### config.mk
export PLATFORM = sky130hd
export DESIGN_NAME = relu_layer_scheduler
export DESIGN_NICKNAME = d
export VERILOG_FILES = /design/src/rtl/relu_layer_scheduler.sv
export SDC_FILE = /design/constraint.sdc
export NUM_CORES = 1
export LEC_CHECK = 0
export ABC_AREA = 1
export CAP_MARGIN = 20
export CORE_UTILIZATION = 53
export CTS_CLUSTER_SIZE = 30
export DETAILED_ROUTE_END_ITERATION = 8
export PLACE_DENSITY = 0.83
export SLEW_MARGIN = 10
export SYNTH_ARGS = -nofsm -noshare
export SYNTH_HDL_FRONTEND = slang
export SYNTH_SLANG_ARGS = --single-unit
### constraint.sdc
create_clock -name clk -period 4.31 [get_ports clk]
set_input_delay 0.862 -clock clk [delete_from_list [all_inputs] [get_ports clk]]
set_output_delay 0.862 -clock clk [all_outputs]
set_load 0.01 [all_outputs]
### src/rtl/relu_layer_scheduler.sv
// Time-multiplexes a hidden layer of layer-1 sums through a shared LANES-wide ReLU bank.
// Optional macro RELU_ZERO_COUNT_EN adds a zero_count output tallying all-zero results.
module relu_layer_scheduler #(
   parameter int TOTAL_NODES = 16,
   parameter int LANES       = 4,
   parameter int IN_W        = 16,
   parameter int OUT_W       = 8
) (
   input  logic                           clk,
   input  logic                           reset,
   input  logic                           start,
   input  logic [TOTAL_NODES*IN_W-1:0]    sums_in,
   output logic                           busy,
   output logic [LANES*IN_W-1:0]          relu_sum_out,
   output logic                           relu_trigger,
   input  logic [LANES*OUT_W-1:0]         relu_result_in,
   output logic [TOTAL_NODES*OUT_W-1:0]   results,
   output logic                           out_valid,
   input  logic                           out_ready
`ifdef RELU_ZERO_COUNT_EN
   ,
   output logic [$clog2(TOTAL_NODES+1)-1:0] zero_count
`endif
);

   localparam int NB    = TOTAL_NODES / LANES;
   localparam int BI_W  = (NB > 1) ? $clog2(NB) : 1;
   localparam int SUM_W = LANES * IN_W;
   localparam int RES_W = LANES * OUT_W;
   localparam logic [BI_W-1:0] LAST_BATCH = BI_W'(NB - 1);

   typedef enum logic [1:0] {
      S_IDLE,
      S_ISSUE,
      S_CAPTURE,
      S_DONE
   } state_t;

   state_t                         r_state;
   state_t                         w_nextState;
   logic [BI_W-1:0]                r_batch;
   logic [BI_W-1:0]                w_batchNext;
   logic                           w_lastBatch;
   logic [TOTAL_NODES*IN_W-1:0]    r_sumLatch;
   logic [SUM_W-1:0]               r_sumOut;
   logic [TOTAL_NODES*OUT_W-1:0]   r_results;
   logic                           r_busy;
   logic                           r_trigger;
   logic                           r_valid;

   assign w_batchNext  = r_batch + BI_W'(1);
   assign w_lastBatch  = (r_batch == LAST_BATCH);
   assign busy         = r_busy;
   assign relu_sum_out = r_sumOut;
   assign relu_trigger = r_trigger;
   assign results      = r_results;
   assign out_valid    = r_valid;

   always_ff @(posedge clk) begin
      if (reset) begin
         r_state <= S_IDLE;
      end else begin
         r_state <= w_nextState;
      end
   end

   always_comb begin
      w_nextState = r_state;
      case (r_state)
         S_IDLE:    if (start) w_nextState = S_ISSUE;
         S_ISSUE:   w_nextState = S_CAPTURE;
         S_CAPTURE: w_nextState = w_lastBatch ? S_DONE : S_ISSUE;
         S_DONE:    if (out_ready) w_nextState = S_IDLE;
         default:   w_nextState = S_IDLE;
      endcase
   end

   // Status flags are registered from the next state so they line up with the state they describe.
   always_ff @(posedge clk) begin
      if (reset) begin
         r_busy     <= 1'b0;
         r_trigger  <= 1'b0;
         r_valid    <= 1'b0;
         r_batch    <= '0;
         r_sumLatch <= '0;
         r_sumOut   <= '0;
         r_results  <= '0;
      end else begin
         r_busy    <= (w_nextState != S_IDLE);
         r_trigger <= (w_nextState == S_ISSUE);
         r_valid   <= (w_nextState == S_DONE);
         case (r_state)
            S_IDLE: begin
               if (start) begin
                  r_sumLatch <= sums_in;
                  r_batch    <= '0;
                  r_sumOut   <= sums_in[SUM_W-1:0];
               end
            end
            S_CAPTURE: begin
               r_results[int'(r_batch)*RES_W +: RES_W] <= relu_result_in;
               if (!w_lastBatch) begin
                  r_batch  <= w_batchNext;
                  r_sumOut <= r_sumLatch[int'(w_batchNext)*SUM_W +: SUM_W];
               end
            end
            default: ;
         endcase
      end
   end

`ifdef RELU_ZERO_COUNT_EN
   localparam int ZC_W = $clog2(TOTAL_NODES + 1);

   logic [ZC_W-1:0] r_zeroCount;
   logic [ZC_W-1:0] w_zeroLanes;

   assign zero_count = r_zeroCount;

   always_comb begin
      w_zeroLanes = '0;
      for (int l = 0; l < LANES; l++) begin
         if (relu_result_in[l*OUT_W +: OUT_W] == '0) w_zeroLanes = w_zeroLanes + ZC_W'(1);
      end
   end

   always_ff @(posedge clk) begin
      if (reset) begin
         r_zeroCount <= '0;
      end else if (r_state == S_IDLE && start) begin
         r_zeroCount <= '0;
      end else if (r_state == S_CAPTURE) begin
         r_zeroCount <= r_zeroCount + w_zeroLanes;
      end
   end
`endif

endmodule

Word level (Yosys, flattened, before mapping)
Index checks and enable logic that the tools add are counted.
{"block": "totals", "elab_cells": 37, "reg_bits": 455, "input_bits": 292, "out_inout_bits": 195}
{"block": "classes", "shifts": 3, "eq_ne": 8, "addsub": 2, "n_mux": 11, "reduce_logical": 5}
{"op": "$shiftx A256 B9 Y64", "n": 1}
{"op": "$bwmux W128", "n": 1}
{"op": "$mux W64", "n": 2}
{"op": "$pmux W64 S2", "n": 1}
{"op": "$shift A32 B33 Y128 const A", "n": 1}
{"op": "$shiftx A32 B33 Y128", "n": 1}
{"op": "$neg A7 Y33", "n": 1}
{"op": "$mux W2", "n": 5}
{"op": "$eq A2 B2 Y1 const B", "n": 4}
{"op": "$pmux W2 S4", "n": 1}
{"op": "$eq A2 B1 Y1 const B", "n": 2}
{"op": "$ne A2 B2 Y1 const B", "n": 2}
{"op": "$pmux W2 S2", "n": 1}
{"op": "$reduce_bool A2 Y1", "n": 2}
{"op": "$reduce_and A3 Y1", "n": 1}
{"op": "$add A2 B1 Y2 const B", "n": 1}
{"op": "$logic_not A2 Y1", "n": 1}
{"op": "$reduce_and A2 Y1", "n": 1}

Depth between registers and ports, before layout
{"block": "logic_depth", "ltp_word": 4, "ltp_mapped": 10, "ltp_nobuf": 7}

Worst setup path before layout
OpenSTA, ideal clock, no wires.
{"block": "synth_timing", "kind": "register -> register", "from": "register r_batch[0]", "to": "register r_sumOut[55] (netlist: relu_sum_out[55])", "arrival_time_ps": 2036, "path_buffers": 4, "setup_time_ps": 117, "synth_period_minus_slack_ps": 2153, "setup_slack_ps": 2157, "stages_incl_launch_ff": 10, "required_time_ps": 4193, "path_cell_list": "dfxtp_1 -> inv_1 -> buf_2 -> buf_1 -> ha_1 -> clkbuf_1 -> buf_1 -> nand3_1 -> nand3_1 -> a21oi_1"}
{"block": "synth_between", "elab_chain_len": 4, "word_cells_on_any_way": 7, "cone_classes": "1 x add/sub; 2 x eq/ne; 1 x shift; 2 x mux; 1 x reduce/logical"}
{"item": "start, declared", "line_no": "41", "rtl": "logic [BI_W-1:0] r_batch;"}
{"item": "start signal, assigned", "line_no": "103", "rtl": "r_batch <= w_batchNext;"}
{"item": "$add A2 B1 Y2", "line_no": "51", "rtl": "assign w_batchNext = r_batch + BI_W'(1);"}
{"item": "$shiftx A256 B9 Y64", "line_no": "104", "rtl": "r_sumOut <= r_sumLatch[int'(w_batchNext)*SUM_W +: SUM_W];"}
{"item": "$mux W64", "line_no": "102", "rtl": "if (!w_lastBatch) begin"}
{"item": "$pmux W64 S2", "line_no": "92", "rtl": "case (r_state)"}
{"item": "end signal, assigned", "line_no": "97", "rtl": "r_sumOut <= sums_in[SUM_W-1:0];"}
{"item": "end signal, assigned", "line_no": "104"}
{"item": "end, declared", "line_no": "45", "rtl": "logic [SUM_W-1:0] r_sumOut;"}
Parallel ways exist; a longest one is shown, timed or not. The select of a mux whose other input is x is not followed.
A chain may end at the register's enable or synchronous reset.

Worst setup path in the final report
{"block": "layout_timing", "from": "register r_state[1]", "to": "register r_results[48] (netlist: results[48])"}
{"block": "layout_between", "elab_chain_len": 1}
{"item": "start, declared", "line_no": "39", "rtl": "state_t r_state;"}
{"item": "start signal, assigned", "line_no": "63", "rtl": "r_state <= w_nextState;"}
{"item": "$eq A2 B2 Y1", "line_no": "92"}
{"item": "end signal, assigned by index", "line_no": "101", "rtl": "r_results[int'(r_batch)*RES_W +: RES_W] <= relu_result_in;"}
{"item": "end, declared", "line_no": "46", "rtl": "logic [TOTAL_NODES*OUT_W-1:0] r_results;"}
No other way between the ends.

==> flow_metrics.tcl <==
set metrics [dict create \
    synth_area_leaders "dfxtp_1, nand2_1, nor2_1" \
    ctsResizeCount 0 \
    synth_top_area_share_pct 47.5 \
    finalPower_w 0.0106 \
    async_flop_share_pct 0 \
    wl_mm 63.9 \
    grt_pass1_vias 18600 \
    antenna_found_initial 13 \
    drive_gt1_share_pct 3.81 \
    path_delay_family "simple AND/OR/NAND/NOR gates" \
    hpwl_mm 41.1 \
    synth_cell_types 18 \
    leakagePower_nw 10.3 \
    numCtsBuffers 46 \
    place_area_um2 24000 \
    globalplace.congestion 0.879 \
    synth_edf_count 0 \
    rsz0062_at_grt "no" \
    worstPathCellList "inv_2 > nor2_4 > buf_4 > nand2_2 > nor2_2 > buf_4 > nand2_1 > a21oi_1" \
    cp_max_fo 62 \
    syn_inst 2795 \
    drtIter0Drc 1903 \
    mostFrequentLayoutCells "nand2_1, nor2_1, clkdlybuf4s50_1, dfxtp_1, nand3_1" \
    seqPwrFrac_pct 44.4 \
    pre_cts_ws_ns 1.48 \
    cts_setup_buffers 0 \
    cts_buffer_depth 3 \
    die_area_um2 36900 \
    row_count 69 \
    comb_power_share_pct 17.4 \
    critical_path_buf_inv_count 3 \
    avgSynthCellArea_um2 6.86 \
    holdBufCountCts 0 \
    slew_viol_final 0 \
    fin_area_um2 25500 \
    crit_top_cell "buf_4" \
    drc_errors 0 \
    die_w_um 192 \
    area_growth_pct 33.1 \
    core-area_um2 35600 \
    cp_slowest_cell "nand2_2" \
    chipHeight_um 192 \
    syn_nets 3093 \
    timing.fmax_ghz 0.350 \
    intPower_w 0.00765 \
    swShare_pct 27.8 \
    crit_path_end_kind "register" \
    drtPass1Iterations 6 \
    ys_seq_area_share_pct 47.5 \
    critPathMaxStageDelay_ns 0.64 \
    hold_viol_final 0 \
    min_period_ns 2.85 \
    critPathLaunchType "register" \
    p_sw_w 0.00294 \
    nNetsFinal 3435 \
    yosysTopAreaCell "dfxtp_1" \
    grt_pass1_wl_mm 97.4 \
    status "completed" \
    initial_core_util_pct 53.9 \
    max_slew_margin_pct 22.3 \
    worstHoldPathType "register to register" \
    synth_seq_cells 455 \
    synth_ff_type "dfxtp_1" \
    finalSetupTns_ns 0 \
    maxCapViolCount 0 \
    cp.arrival_ns 3.33 \
    final-setup-viol-count 0 \
    power_density_nw_per_um2 415 \
    track_usage_pct 33.3 \
    top_level_ports 487 \
    finalWorstSetupSlack_ns 1.46 \
    mostFrequentLayoutCell "nand2_1" \
    htree_levels 2 \
    required_ns 4.78 \
    clk_latency_ns 0.56 \
    postRouteAntennaNets 0 \
    port_buffers 486 \
    overflow 0 \
    worst_slew_pin_slew_ns 1.17 \
    vdd_drop_max_mv 0.283 \
    cts-root-buf "clkbuf_16" \
    grt_max_degree 257 \
    clockPowerShare_pct 38.2 \
    via_per_inst 5.54 \
    path_clk_slew_ns 0.06 \
    syn_area_um2 19200 \
    clkSinkCount 455 \
    dr_total_vias 20200 \
    yosysWarnings 0 \
    fin_crit_sh_pct 66.2 \
    wl_per_cell_um 17.5 \
    criticalPathCategory "register to register" \
    timing.hold.ws_ns 0.465 \
    cts_tree "done" \
    finClkSkew_ns 0.0154 \
]
synthesized netlist by cell type, types with 2 or more instances:
master,n
nand2_1,540
nor2_1,535
dfxtp_1,455
nand3_1,307
o21ai_0,290
a21oi_1,258
inv_1,169
buf_2,103
clkbuf_1,94
buf_1,21
ha_1,6
nor2_2,5
inv_2,4
nand2_2,3
o21ai_1,2
worst paths after layout:
| path | slack [ns] | end | startpoint | depth (start not counted) |
|---|---|---|---|---|
| min | 0.46 | results[100]$_SDFFE_PP0P_ | results[100]$_SDFFE_PP0P_ | 2 |
| min reg2reg | 0.46 | results[100]$_SDFFE_PP0P_ | results[100]$_SDFFE_PP0P_ | 2 |
| max reg2reg | 1.46 | results[48]$_SDFFE_PP0P_ | r_state[1]$_SDFF_PP0_ | 8 |
| max | 1.46 | results[48]$_SDFFE_PP0P_ | r_state[1]$_SDFF_PP0_ | 8 |
power by group through the flow:
stage	Clock [W]	Combinational (W)	Sequential, W
after floorplan	0	0.00102	0.00478
after global placement	0	0.00177	0.00477
after detailed placement	0	0.00181	0.00479
after CTS	0.00407	0.00183	0.00470
after global routing	0.00424	0.00203	0.00473
final	0.00404	0.00185	0.00470
worst register-to-register path, cell delays in order, from the launching register on:
cell,delay [ns]
dfxtp_1,0.41
inv_2,0.07
nor2_4,0.11
buf_4,0.58
nand2_2,0.66
nor2_2,0.22
buf_4,0.38
nand2_1,0.15
a21oi_1,0.17
routing by layer:
| layer | vias up | routed length [um] | part of all wire (%) | global-route usage (%) |
|---|---|---|---|---|
| met3 | 213 | 5890 | 9.2 | 6.61 |
| met1 | 9256 | 24300 | 38 | 39.7 |
| met5 | - | 35 | 0.055 | 0 |
| li1 | 9654 | - | - | - |
| met4 | 6 | 3310 | 5.2 | 19.2 |
| met2 | 1051 | 30300 | 47 | 55.7 |
registers in the layout, summed over array words and instances, names as in the netlist:
| name | cells |
|---|---|
| r_batch | 2 |
| relu_sum_out | 64 |
| r_sumLatch | 256 |
| out_valid | 1 |
| results | 128 |
| relu_trigger | 1 |
| busy | 1 |
| r_state | 2 |
cell families (layout without fill, tap and decap cells):
logic type               count (synthesis)  in the layout  synth area share, %
adder cells (fa/ha/maj)                  6              6                0.391
AND/OR/NAND/NOR                       1391           1391                 29.4
flip-flops                             455            455                 47.5
other                                    0             11                    0
buffers and inverters                  392            769                 8.34
AO/OA/AOI/OAI                          551            551                 14.4
final cells by class:
cell class	instances	area, um^2
Antenna cell	11	27.5
Clock buffer	68	1390
Sequential cell	455	9110
Clock inverter	15	141
Multi-Input combinational cell	1948	8490
Timing Repair Buffer	512	5120
Inverter	174	673
Tap cell	461	577
Fill cell	2852	10000
stage by stage:
stage,utilization [%],instances
2_1_floorplan,-,2795
3_3_place_gp,67.4,3550
3_5_place_dp,67.4,3550
4_1_cts,71.7,3633
5_1_grt,71.8,3641
6_report,71.8,3644
No activity file was read; power rests on OpenSTA's default activity.
